## src/rtl/instr_encoder_loader.sv

```systemverilog
// Purpose : encodes symbolic instruction requests into 32-bit MIPS words and
//           writes them to sequential instruction-memory addresses.
// Latency : 1 cycle from an accepted request to the matching imem_we pulse.
// Backpr. : req_ready is high only in LOAD while no final or full write is
//           pending. One request is accepted per cycle at most.
// Ports   : clk/rst_n          clock, asynchronous active-low reset
//           start              begin a session (honoured in IDLE/DONE)
//           req_*              valid/ready request: kind, rs/rt/rd, shamt,
//                              imm, target, last
//           imem_we/addr/wdata registered write port to instruction memory
//           busy/done          state == LOAD / state == DONE
//           err_illegal        sticky: an illegal kind was accepted
//           err_full           sticky: the address space was exhausted
module instr_encoder_loader #(
  parameter int                ADDR_W    = 10,
  parameter logic [ADDR_W-1:0] BASE_ADDR = '0
) (
  input  logic              clk,
  input  logic              rst_n,
  input  logic              start,
  input  logic              req_valid,
  output logic              req_ready,
  input  logic [3:0]        req_kind,
  input  logic [4:0]        req_rs,
  input  logic [4:0]        req_rt,
  input  logic [4:0]        req_rd,
  input  logic [4:0]        req_shamt,
  input  logic [15:0]       req_imm,
  input  logic [25:0]       req_target,
  input  logic              req_last,
  output logic              imem_we,
  output logic [ADDR_W-1:0] imem_addr,
  output logic [31:0]       imem_wdata,
  output logic              busy,
  output logic              done,
  output logic              err_illegal,
  output logic              err_full
);

  typedef enum logic [1:0] {
    S_IDLE = 2'd0,
    S_LOAD = 2'd1,
    S_DONE = 2'd2
  } state_t;

  localparam logic [3:0] K_ADD   = 4'd0;
  localparam logic [3:0] K_SUB   = 4'd1;
  localparam logic [3:0] K_AND   = 4'd2;
  localparam logic [3:0] K_OR    = 4'd3;
  localparam logic [3:0] K_SLT   = 4'd4;
  localparam logic [3:0] K_XOR   = 4'd5;
  localparam logic [3:0] K_SLL   = 4'd6;
  localparam logic [3:0] K_ADDIU = 4'd7;
  localparam logic [3:0] K_ADDI  = 4'd8;
  localparam logic [3:0] K_ORI   = 4'd9;
  localparam logic [3:0] K_LUI   = 4'd10;
  localparam logic [3:0] K_LW    = 4'd11;
  localparam logic [3:0] K_SW    = 4'd12;
  localparam logic [3:0] K_BEQ   = 4'd13;
  localparam logic [3:0] K_J     = 4'd14;

  localparam logic [ADDR_W-1:0] ADDR_MAX = {ADDR_W{1'b1}};

  state_t              state_q, state_d;
  logic [ADDR_W-1:0]   cnt_q, cnt_d;
  logic                pend_last_q, pend_last_d;
  logic                pend_full_q, pend_full_d;
  logic                err_ill_q, err_ill_d;
  logic                err_full_q, err_full_d;
  logic                we_q, we_d;
  logic [ADDR_W-1:0]   addr_q, addr_d;
  logic [31:0]         wdata_q, wdata_d;

  logic                enc_legal;
  logic [31:0]         enc_word;
  logic                accept;

  // Encoder: the op/func values match what the control decoder expects.
  // SLL ignores rs, LUI ignores rs, other R-type ignore shamt.
  always_comb begin
    enc_legal = 1'b1;
    enc_word  = '0;
    case (req_kind)
      K_ADD:   enc_word = {6'b000000, req_rs, req_rt, req_rd, 5'd0, 6'b100000};
      K_SUB:   enc_word = {6'b000000, req_rs, req_rt, req_rd, 5'd0, 6'b100010};
      K_AND:   enc_word = {6'b000000, req_rs, req_rt, req_rd, 5'd0, 6'b100100};
      K_OR:    enc_word = {6'b000000, req_rs, req_rt, req_rd, 5'd0, 6'b100101};
      K_SLT:   enc_word = {6'b000000, req_rs, req_rt, req_rd, 5'd0, 6'b101010};
      K_XOR:   enc_word = {6'b000000, req_rs, req_rt, req_rd, 5'd0, 6'b100110};
      K_SLL:   enc_word = {6'b000000, 5'd0, req_rt, req_rd, req_shamt, 6'b000000};
      K_ADDIU: enc_word = {6'b001001, req_rs, req_rt, req_imm};
      K_ADDI:  enc_word = {6'b001000, req_rs, req_rt, req_imm};
      K_ORI:   enc_word = {6'b001101, req_rs, req_rt, req_imm};
      K_LUI:   enc_word = {6'b001111, 5'd0, req_rt, req_imm};
      K_LW:    enc_word = {6'b100011, req_rs, req_rt, req_imm};
      K_SW:    enc_word = {6'b101011, req_rs, req_rt, req_imm};
      K_BEQ:   enc_word = {6'b000100, req_rs, req_rt, req_imm};
      K_J:     enc_word = {6'b000010, req_target};
      default: enc_legal = 1'b0;
    endcase
  end

  // Once the final or the top-of-memory word is in flight, stop accepting
  // so nothing follows it.
  assign req_ready = (state_q == S_LOAD) && !pend_last_q && !pend_full_q;
  assign accept    = req_valid && req_ready;

  always_comb begin
    state_d     = state_q;
    cnt_d       = cnt_q;
    pend_last_d = pend_last_q;
    pend_full_d = pend_full_q;
    err_ill_d   = err_ill_q;
    err_full_d  = err_full_q;
    we_d        = 1'b0;
    addr_d      = addr_q;
    wdata_d     = wdata_q;
    case (state_q)
      S_IDLE, S_DONE: begin
        if (start) begin
          state_d     = S_LOAD;
          cnt_d       = BASE_ADDR;
          pend_last_d = 1'b0;
          pend_full_d = 1'b0;
          err_ill_d   = 1'b0;
          err_full_d  = 1'b0;
        end
      end
      S_LOAD: begin
        if (pend_last_q || pend_full_q) begin
          // The closing write is on the port this cycle; finish after it.
          state_d     = S_DONE;
          pend_last_d = 1'b0;
          pend_full_d = 1'b0;
        end else if (accept) begin
          if (enc_legal) begin
            we_d    = 1'b1;
            addr_d  = cnt_q;
            wdata_d = enc_word;
            cnt_d   = cnt_q + 1'b1;
            if (req_last) begin
              pend_last_d = 1'b1;
            end else if (cnt_q == ADDR_MAX) begin
              pend_full_d = 1'b1;
              err_full_d  = 1'b1;
            end
          end else begin
            // Illegal kind is swallowed; nothing to write, so a final
            // illegal request ends the session straight away.
            err_ill_d = 1'b1;
            if (req_last) begin
              state_d = S_DONE;
            end
          end
        end
      end
      default: state_d = S_IDLE;
    endcase
  end

  always_ff @(posedge clk or negedge rst_n) begin
    if (!rst_n) begin
      state_q     <= S_IDLE;
      cnt_q       <= BASE_ADDR;
      pend_last_q <= 1'b0;
      pend_full_q <= 1'b0;
      err_ill_q   <= 1'b0;
      err_full_q  <= 1'b0;
      we_q        <= 1'b0;
      addr_q      <= '0;
      wdata_q     <= '0;
    end else begin
      state_q     <= state_d;
      cnt_q       <= cnt_d;
      pend_last_q <= pend_last_d;
      pend_full_q <= pend_full_d;
      err_ill_q   <= err_ill_d;
      err_full_q  <= err_full_d;
      we_q        <= we_d;
      addr_q      <= addr_d;
      wdata_q     <= wdata_d;
    end
  end

  assign imem_we     = we_q;
  assign imem_addr   = addr_q;
  assign imem_wdata  = wdata_q;
  assign busy        = (state_q == S_LOAD);
  assign done        = (state_q == S_DONE);
  assign err_illegal = err_ill_q;
  assign err_full    = err_full_q;

endmodule

```

## config.mk

```make
export PLATFORM = sky130hd
export DESIGN_NAME = instr_encoder_loader
export DESIGN_NICKNAME = d
export VERILOG_FILES = /design/src/rtl/instr_encoder_loader.sv
export SDC_FILE = /design/constraint.sdc
export NUM_CORES = 1
export LEC_CHECK = 0
export BUFFER_PORTS_ARGS = -buffer_cell sky130_fd_sc_hd__buf_2
export CAP_MARGIN = 10
export CORE_MARGIN = 4
export CORE_UTILIZATION = 50
export CTS_CLUSTER_SIZE = 40
export DETAILED_ROUTE_END_ITERATION = 10
export GPL_TIMING_DRIVEN = 1
export PLACE_DENSITY_LB_ADDON = 0.25
export SYNTH_ARGS = -nofsm -noshare
export SYNTH_HDL_FRONTEND = slang
export SYNTH_SLANG_ARGS = --single-unit
```

## constraint.sdc

```tcl
create_clock -name clk -period 3.38 [get_ports clk]
set_input_delay 0.845 -clock clk [delete_from_list [all_inputs] [get_ports clk]]
set_output_delay 0.845 -clock clk [all_outputs]
set_load 0.005 [all_outputs]
```

==> results of run 1 <==
per-layer routing:
layer / vias up / global-route usage [%] / wire [microns] / part of all wire [%]
li1: 1514 / - / - / -
met1: 1416 / 31.1 / 3610 / 42
met2: 121 / 34.5 / 4010 / 47
met3: 13 / 6.72 / 734 / 8.6
met4: 0 / 8.93 / 162 / 1.9
met5: - / 0 / 0 / 0
sequential cells by signal, summed over array words and instances (netlist names):
signal	flops
cnt_q	10
err_full	1
err_illegal	1
imem_addr	10
imem_wdata	31
imem_we	1
pend_full_q	1
pend_last_q	1
state_q	2
metrics by stage:
stage | hold WS [ns] | worst slack, ns | total power [W] | cell area [sq um]
3_3_place_gp | 0.452 | 0.703 | 0.00192 | 3760
2_1_floorplan | 0.445 | 0.890 | 0.00155 | 3160
3_5_place_dp | 0.458 | 0.644 | 0.00195 | 3760
6_report | 0.427 | 0.795 | 0.00264 | 3980
5_1_grt | 0.448 | 0.612 | 0.00283 | 3980
4_1_cts | 0.431 | 0.782 | 0.00266 | 3980
power groups by stage:
stage | combinational [W] | clock [W] | sequential (W)
after floorplan | 0.000469 | 0 | 0.00108
after global placement | 0.000852 | 0 | 0.00106
after detailed placement | 0.000879 | 0 | 0.00107
after CTS | 0.000886 | 0.000713 | 0.00106
after global routing | 0.000989 | 0.000752 | 0.00109
final | 0.000870 | 0.000705 | 0.00106
worst max path at each step:
stage | to | cells after the start | start | slack [ns]
3_3_place_gp | imem_wdata[14] | 5 | req_kind[3] | 0.70
5_1_grt | imem_wdata[1] | 6 | state_q[1] | 0.61
2_1_floorplan | cnt_q[9] | 6 | req_valid | 0.89
6_report | req_ready | 3 | state_q[1] | 0.79
4_1_cts | req_ready | 3 | state_q[1] | 0.78
3_5_place_dp | imem_wdata[13] | 5 | req_kind[3] | 0.64
synth_stat cells (all sizes together), types with 2 or more instances:
library cell and instances:
nand2 59, dfrtp 58, nor2 28, clkbuf 24, o21ai 22, a21oi 21, a22o 12, a221oi 10
nor2b 10, nor3 10, nand2b 9, a31oi 8, mux2i 8, nand4 8, inv 7, nand3 7
buf 6, mux2 6, a311oi 5, and3 4, nor4 4, o21a 4, o31ai 4, or4 4
o211ai 3, o32ai 2, xnor2 2
placed cells by master (no fill, tap or decap), types with 9 or more instances in the layout:
cell type	count
clkbuf_8	10
a221oi_1	10
buf_2	117
nor3_1	10
dfrtp_1	58
o21ai_0	22
nor2b_1	10
nor2_1	28
nand2_1	59
a21oi_1	21
nand2b_1	9
a22o_1	12
final cells by class:
type                            instances  share of cell area (%)
Tap cell                               75                    2.36
Inverter                                8                   0.755
Clock buffer                           11                    3.56
Multi-Input combinational cell        266                    39.2
Clock inverter                          4                    1.92
Sequential cell                        58                    36.5
Timing Repair Buffer                  122                    15.7
cells by family (layout without fill, tap and decap cells):
group | count (synthesis) | in the layout | share of synthesized area (%)
adder cells (fa/ha/maj) | 1 | 1 | 0.396
buffers and inverters | 38 | 145 | 4.72
flip-flops | 58 | 58 | 46.0
AND/OR/NAND/NOR | 151 | 151 | 22.9
XOR/XNOR | 2 | 2 | 0.555
other | 1 | 1 | 0.119
AO/OA/AOI/OAI | 97 | 97 | 20.7
multiplexers | 14 | 14 | 4.68
==> results.txt, run 1 <==
----------------------------------------------------
[Status]
  Status ... complete, no violations

[STA]
  Least-Margin Pin Slew ... between 1 and 1.5 ns
  Final count of negative-setup-slack endpoints ... 0
  Fmax ... 387 MHz
  Clk_skew ... approximately 0.0097 ns
  Count of pins over their slew limit ... 0
  Part of the cycle the worst path needs ... between 70% and 80%
  Worst slew slack as a fraction of its limit ... between 20% and 30%
  Setup repair after global routing missed its margin ... false
  Final Hold Vio Count ... 0
  Crit path time final ... between 2 and 3 ns
  Sum of negative setup slack ... 0 ns

[Critical path]
  Data required time of the critical path ... between 2 and 3 ns
  Kind of cell with the highest combined delay on the critical path ... simple AND/OR/NAND/NOR gates
  Type of the setup path with the least slack ... reg -> out
  Reg-to-reg setup timing slack ... 0.86 ns
  Reg2reg start ... state_q[1]
  CP Data Arrival Time ... 1.74 ns
  Critical-path maximum fanout ... 9
  Crit path buffers/inverters ... 2
  Cell with the biggest individual delay on the critical path ... or4b_1
  Slowest cell delay on critical path ... ~0.66 ns
  Worst setup SP type ... register
  CP endpoint kind ... output port
  Series of cell instances along the critical path ... or4b_1 > clkinv_1 > buf_2
  Capture point of the worst reg-to-reg path ... cnt_q[2]
  R2R depth ... 6

[Floorplanning]
  Width of the die ... ~90 microns
  I/O pin total ... 119
  Initial standard-cell utilization of the core ... between 50 and 60%
  Total die area ... around 7600 sq um
  Number of rows created at floorplan ... 28
  Y dimension of the die ... ~87 microns
  Area of the core region ... about 6000 sq um

[Routing]
  Total Wirelength ... 8.52 mm
  Antenna-violating nets left ... 0
  Vias ... 3064
  Count of unresolved DRC violations after routing ... 0
  Number of iterations in the first detailed-routing pass ... 4
  Number of DRC markers in iteration 0 ... between 150 and 200
  Via/cell ratio ... about 5.6
  Drt wl/cell ... 15.7 microns

[Global route]
  All-layer global routing usage ... 22.9%
  Initial antenna violation count ... 0
  Global-route wire length before repair ... 13.7 mm
  Total congestion overflow ... 0
  Number of global-route vias before repair ... between 2000 and 3000
  Pin count of the biggest net entering global routing ... just over 40

[Power and ir drop]
  Cell internal power dissipation ... 0.00174 W
  VDD IR-drop max ... ~350 uV
  Net switching component of the power ... about 0.0009 W
  Switching part of the total power ... around 34%
  Pleak ... ~2.0 nW
  Power density of the placed cells ... 663 nW/um^2
  Flop pwr share ... 40.3%
  Share of total power in combinational logic ... around a third
  Clock group share of total power ... a little over a quarter

[Clock tree]
  Later-pin clock latency in the skew report ... between 0.3 and 0.4 ns
  Post-cts gate resize count ... 0
  TritonCTS clock tree ... yes
  Hold Buf Count CTS ... 0
  Clock tree buffer depth ... 2
  Number of levels the H-tree was split into ... 3
  Clock net sink count ... 58
  Number of buffers inserted during clock tree synthesis ... 9
  Cell chosen for the clock root ... clkbuf_8
  Clock input transition at the sequential cells of the worst setup and hold paths ... approximately 0.070 ns
  Total setup buffers inserted after CTS ... 0

[Layout]
  Fraction of final layout cells sized beyond drive strength 1 ... 30.9%
  Final #Nets ... about 540
  Area growth from synthesis to final layout ... 26.0%
  Number of fillers in the final layout ... 528
  Number of antenna repair diodes ... 0
  Number of non-filler instances in the completed layout ... about 540
  Util after Layout ... between 60% and 70%
  Footprint of the multi-input gates ... approximately 1600 sq um
  FF/Latch Area ... ~1500 sq um

[Logic synthesis]
  Mean cell area of the mapped netlist ... slightly below 9 sq um
  Number of unique standard cell types used by synthesis ... between 40 and 50
  Syn nets ... 434
  Synth top area share ... a little under half
  Count of flip-flops with a built-in enable after synthesis ... 0
  Largest cells by area after synthesis ... dfrtp_1 (46%), nand2_1 (7.0%), o21ai_0 (3.5%)
  Count of synthesis-stage warnings from yosys ... 0
  Synthesized instance count ... 362
  Portion of the post-synthesis area used by sequential elements ... a little under half
  Leading register cell type out of synthesis ... dfrtp_1
  #FFs+latches synth ... 58
  Share of flip-flops with an asynchronous set or reset ... 100%
  Cell accounting for the most synthesized area ... dfrtp_1
  Netlist Area Pre-Place ... between 3000 and 4000 sq um

[Min path]
  Worst hold path type ... in -> async

[Place]
  Half-perimeter wire length after placement ... 6.10 mm
  # placed instances ... approximately 530
  Number of I/O port buffers ... 117
  Routability Congestion ... 0.803

[Run]
  Count of max-cap constraint violations ... 0

----------------------------------------------------
Power figures use the tool's default switching activity.
==> run 2: changes to the inputs <==
--- a/config.mk
+++ b/config.mk
@@ -8,7 +8,7 @@
 export BUFFER_PORTS_ARGS = -buffer_cell sky130_fd_sc_hd__buf_2
 export CAP_MARGIN = 10
 export CORE_MARGIN = 4
-export CORE_UTILIZATION = 50
+export CORE_UTILIZATION = 49
 export CTS_CLUSTER_SIZE = 40
 export DETAILED_ROUTE_END_ITERATION = 10
 export GPL_TIMING_DRIVEN = 1
==> constraint.sdc (replaced) <==
create_clock -name clk -period 2.68 [get_ports clk]
set_input_delay 0.67 -clock clk [delete_from_list [all_inputs] [get_ports clk]]
set_output_delay 0.67 -clock clk [all_outputs]
set_load 0.005 [all_outputs]
==> run 2 against run 1 <==
  * First-iteration DRC count down 5.8%
  * Die area increased by 1.9%
  * Non-clock buffer count up 1
  * Register-to-register slack got worse by 0.57 ns
  * Critical path depth unchanged
  * Critical path type unchanged
  * Largest cell class unchanged
==> results.txt, run 2 (same netlist as run 1, synthesis figures left out) <==
----------------------------------------------------
[Clock tree]
  Total setup buffers inserted after CTS ... 0 (unchanged)
  TritonCTS clock tree ... yes
  Clock tree buffer depth ... 2 (unchanged)
  Later-pin clock latency in the skew report ... 0.34 ns (about the same)
  Cell chosen for the clock root ... clkbuf_8
  Clock input transition at the sequential cells of the worst setup and hold paths ... 0.07 ns (about the same)
  Hold Buf Count CTS ... 0 (unchanged)
  Post-cts gate resize count ... 0 (unchanged)
  Number of levels the H-tree was split into ... 3 (unchanged)
  Clock net sink count ... 58 (unchanged)
  Number of buffers inserted during clock tree synthesis ... 9 (unchanged)

[Layout]
  Fraction of final layout cells sized beyond drive strength 1 ... 31.2% (+0.29 points)
  Number of antenna repair diodes ... 0 (unchanged)
  Final #Nets ... 538 (+0.19%)
  Number of flip-flops in the largest register ... 31 (unchanged)
  Commonest non-fill, non-tap cells in the layout ... buf_2 (117), nand2_1 (59), dfrtp_1 (58)
  Number of non-filler instances in the completed layout ... 546 (+0.37%)
  Design area ... 4060 sq um (+2.0%)
  Area growth from synthesis to final layout ... 28.6%
  Most frequent standard cell in the layout excluding fill and tap cells ... buf_2

[Routing]
  Total Wirelength ... 8.62 mm (+1.1%)
  Count of unresolved DRC violations after routing ... 0 (unchanged)
  Vias ... 3166 (+3.3%)
  Via/cell ratio ... 5.80 (+3.0%)
  Number of iterations in the first detailed-routing pass ... 4 (unchanged)
  Drt wl/cell ... 15.8 microns (+0.77%)
  Number of DRC markers in iteration 0 ... 147 (-5.8%)
  Antenna-violating nets left ... 0 (unchanged)

[Critical path]
  Worst setup SP type ... register
  Type of the setup path with the least slack ... reg -> out
  Critical-path maximum fanout ... 9 (unchanged)
  Data required time of the critical path ... 2.01 ns (-0.52 ns)
  Series of cell instances along the critical path ... or4b_1 > clkinv_1 > buf_2
  CP endpoint kind ... output port
  CP Data Arrival Time ... 1.74 ns (about the same)
  Cell with the biggest individual delay on the critical path ... or4b_1
  Slowest cell delay on critical path ... 0.65 ns (about the same)

[Floorplanning]
  Initial standard-cell utilization of the core ... 51.8% (-0.60 points)
  Width of the die ... 88.3 microns (+0.93%)
  Y dimension of the die ... 88.3 microns (+0.93%)
  I/O pin total ... 119 (unchanged)
  Number of rows created at floorplan ... 28 (unchanged)
  Total die area ... 7790 sq um (+1.9%)
  Area of the core region ... 6100 sq um (+1.2%)

[Place]
  Half-perimeter wire length after placement ... 6.11 mm (+0.15%)
  # placed instances ... 530 (+0.19%)
  Routability Congestion ... 0.854 (+6.4%)
  Area after DPL ... 3790 sq um (+0.87%)
  Number of I/O port buffers ... 117 (unchanged)

[STA]
  Final count of negative-setup-slack endpoints ... 0 (unchanged)
  Count of pins over their slew limit ... 0 (unchanged)
  Final Hold Vio Count ... 0 (unchanged)
  Worst slew slack as a fraction of its limit ... 17.0% (-7.0 points)
  Part of the cycle the worst path needs ... between 80 and 90%
  Clk_skew ... 0.00761 ns (-0.00211 ns)
  Fmax ... a little over 400 MHz
  Setup repair after global routing missed its margin ... false
  Least-Margin Pin Slew ... 1.24 ns (+0.103 ns)
  Crit path time final ... between 2 and 2.5 ns
  Sum of negative setup slack ... 0 ns (unchanged)

[Power and ir drop]
  Total power after layout ... 0.00354 W (+34%)
  Pleak ... 2.01 nW (+2.2%)
  Power density of the placed cells ... 873 nW/um^2 (+32%)
  VDD IR-drop max ... 540 uV (+52%)

[Status]
  Status ... complete, no violations

[Global route]
  Total congestion overflow ... 0 (unchanged)
  Initial antenna violation count ... 0 (unchanged)
  All-layer global routing usage ... 23.2% (+0.28 points)
  Number of global-route vias before repair ... 3064 (+7.6%)
  Global-route wire length before repair ... 14.1 mm (+3.1%)
  Pin count of the biggest net entering global routing ... 56 (+37%)

[Run]
  Count of max-cap constraint violations ... 0 (unchanged)

[Min path]
  Worst hold path type ... in -> async

----------------------------------------------------
-- run 2: cell types whose count changed in the layout (fill, tap and decap cells not counted) --
cell,previous run,this run
buf_12,0,2
buf_4,5,4
bufinv_16,2,4
clkinv_2,0,1
clkinv_4,1,0
clkinvlp_4,1,0
-- run 2: final timing paths --
path	slack, ns	cells after the start	startpoint	end
max	0.27	3	state_q[1]	req_ready
min	0.13	1	rst_n	imem_addr[8]
max reg2reg	0.29	4	state_q[1]	cnt_q[9]
min reg2reg	0.47	2	imem_addr[4]	imem_addr[4]
max in group asynchronous	2.06	2	rst_n	imem_wdata[3]
min in group clk	0.47	2	imem_addr[4]	imem_addr[4]
-- run 2: worst max-delay path, delay by kind of cell, from the launching register on --
family | cells | cell delay (ns)
buffers and inverters | 2 | 0.37
and+or+nand+nor | 1 | 0.65
DFF | 1 | 0.38
-- run 2: metal layers --
| metal | vias up | wire length, microns | track usage, % |
|---|---|---|---|
| met5 | - | 0 | 0 |
| met4 | 0 | 229 | 10.9 |
| li1 | 1505 | - | - |
| met2 | 139 | 4160 | 36.5 |
| met3 | 21 | 756 | 6.70 |
| met1 | 1501 | 3470 | 29.7 |
-- run 2: final cells by class --
| class | instances | area [sq um] |
|---|---|---|
| clock buffers | 11 | 141 |
| clock inverters | 5 | 125 |
| fillers | 531 | 2040 |
| inverters | 8 | 30.0 |
| multi-input cells | 266 | 1560 |
| flip-flops and latches | 58 | 1450 |
| well taps | 75 | 93.8 |
| repair buffers | 123 | 656 |
-- run 2: where the power goes --
group / leakage, nW / switching (W) / internal (W)
logic: 1.14 / 0.000618 / 0.000495
clock network: 0.134 / 0.000356 / 0.000736
registers: 0.743 / 0.000172 / 0.00117
-- run 2: stage by stage --
step                util, %  setup WS (ns)  hold slack (ns)
global placement       62.2          0.311            0.453
CTS                    66.6          0.255            0.119
detailed placement     62.2          0.194            0.457
floorplan                 -          0.365            0.374
global route           66.6          0.147            0.124
finish                 66.6          0.272            0.131
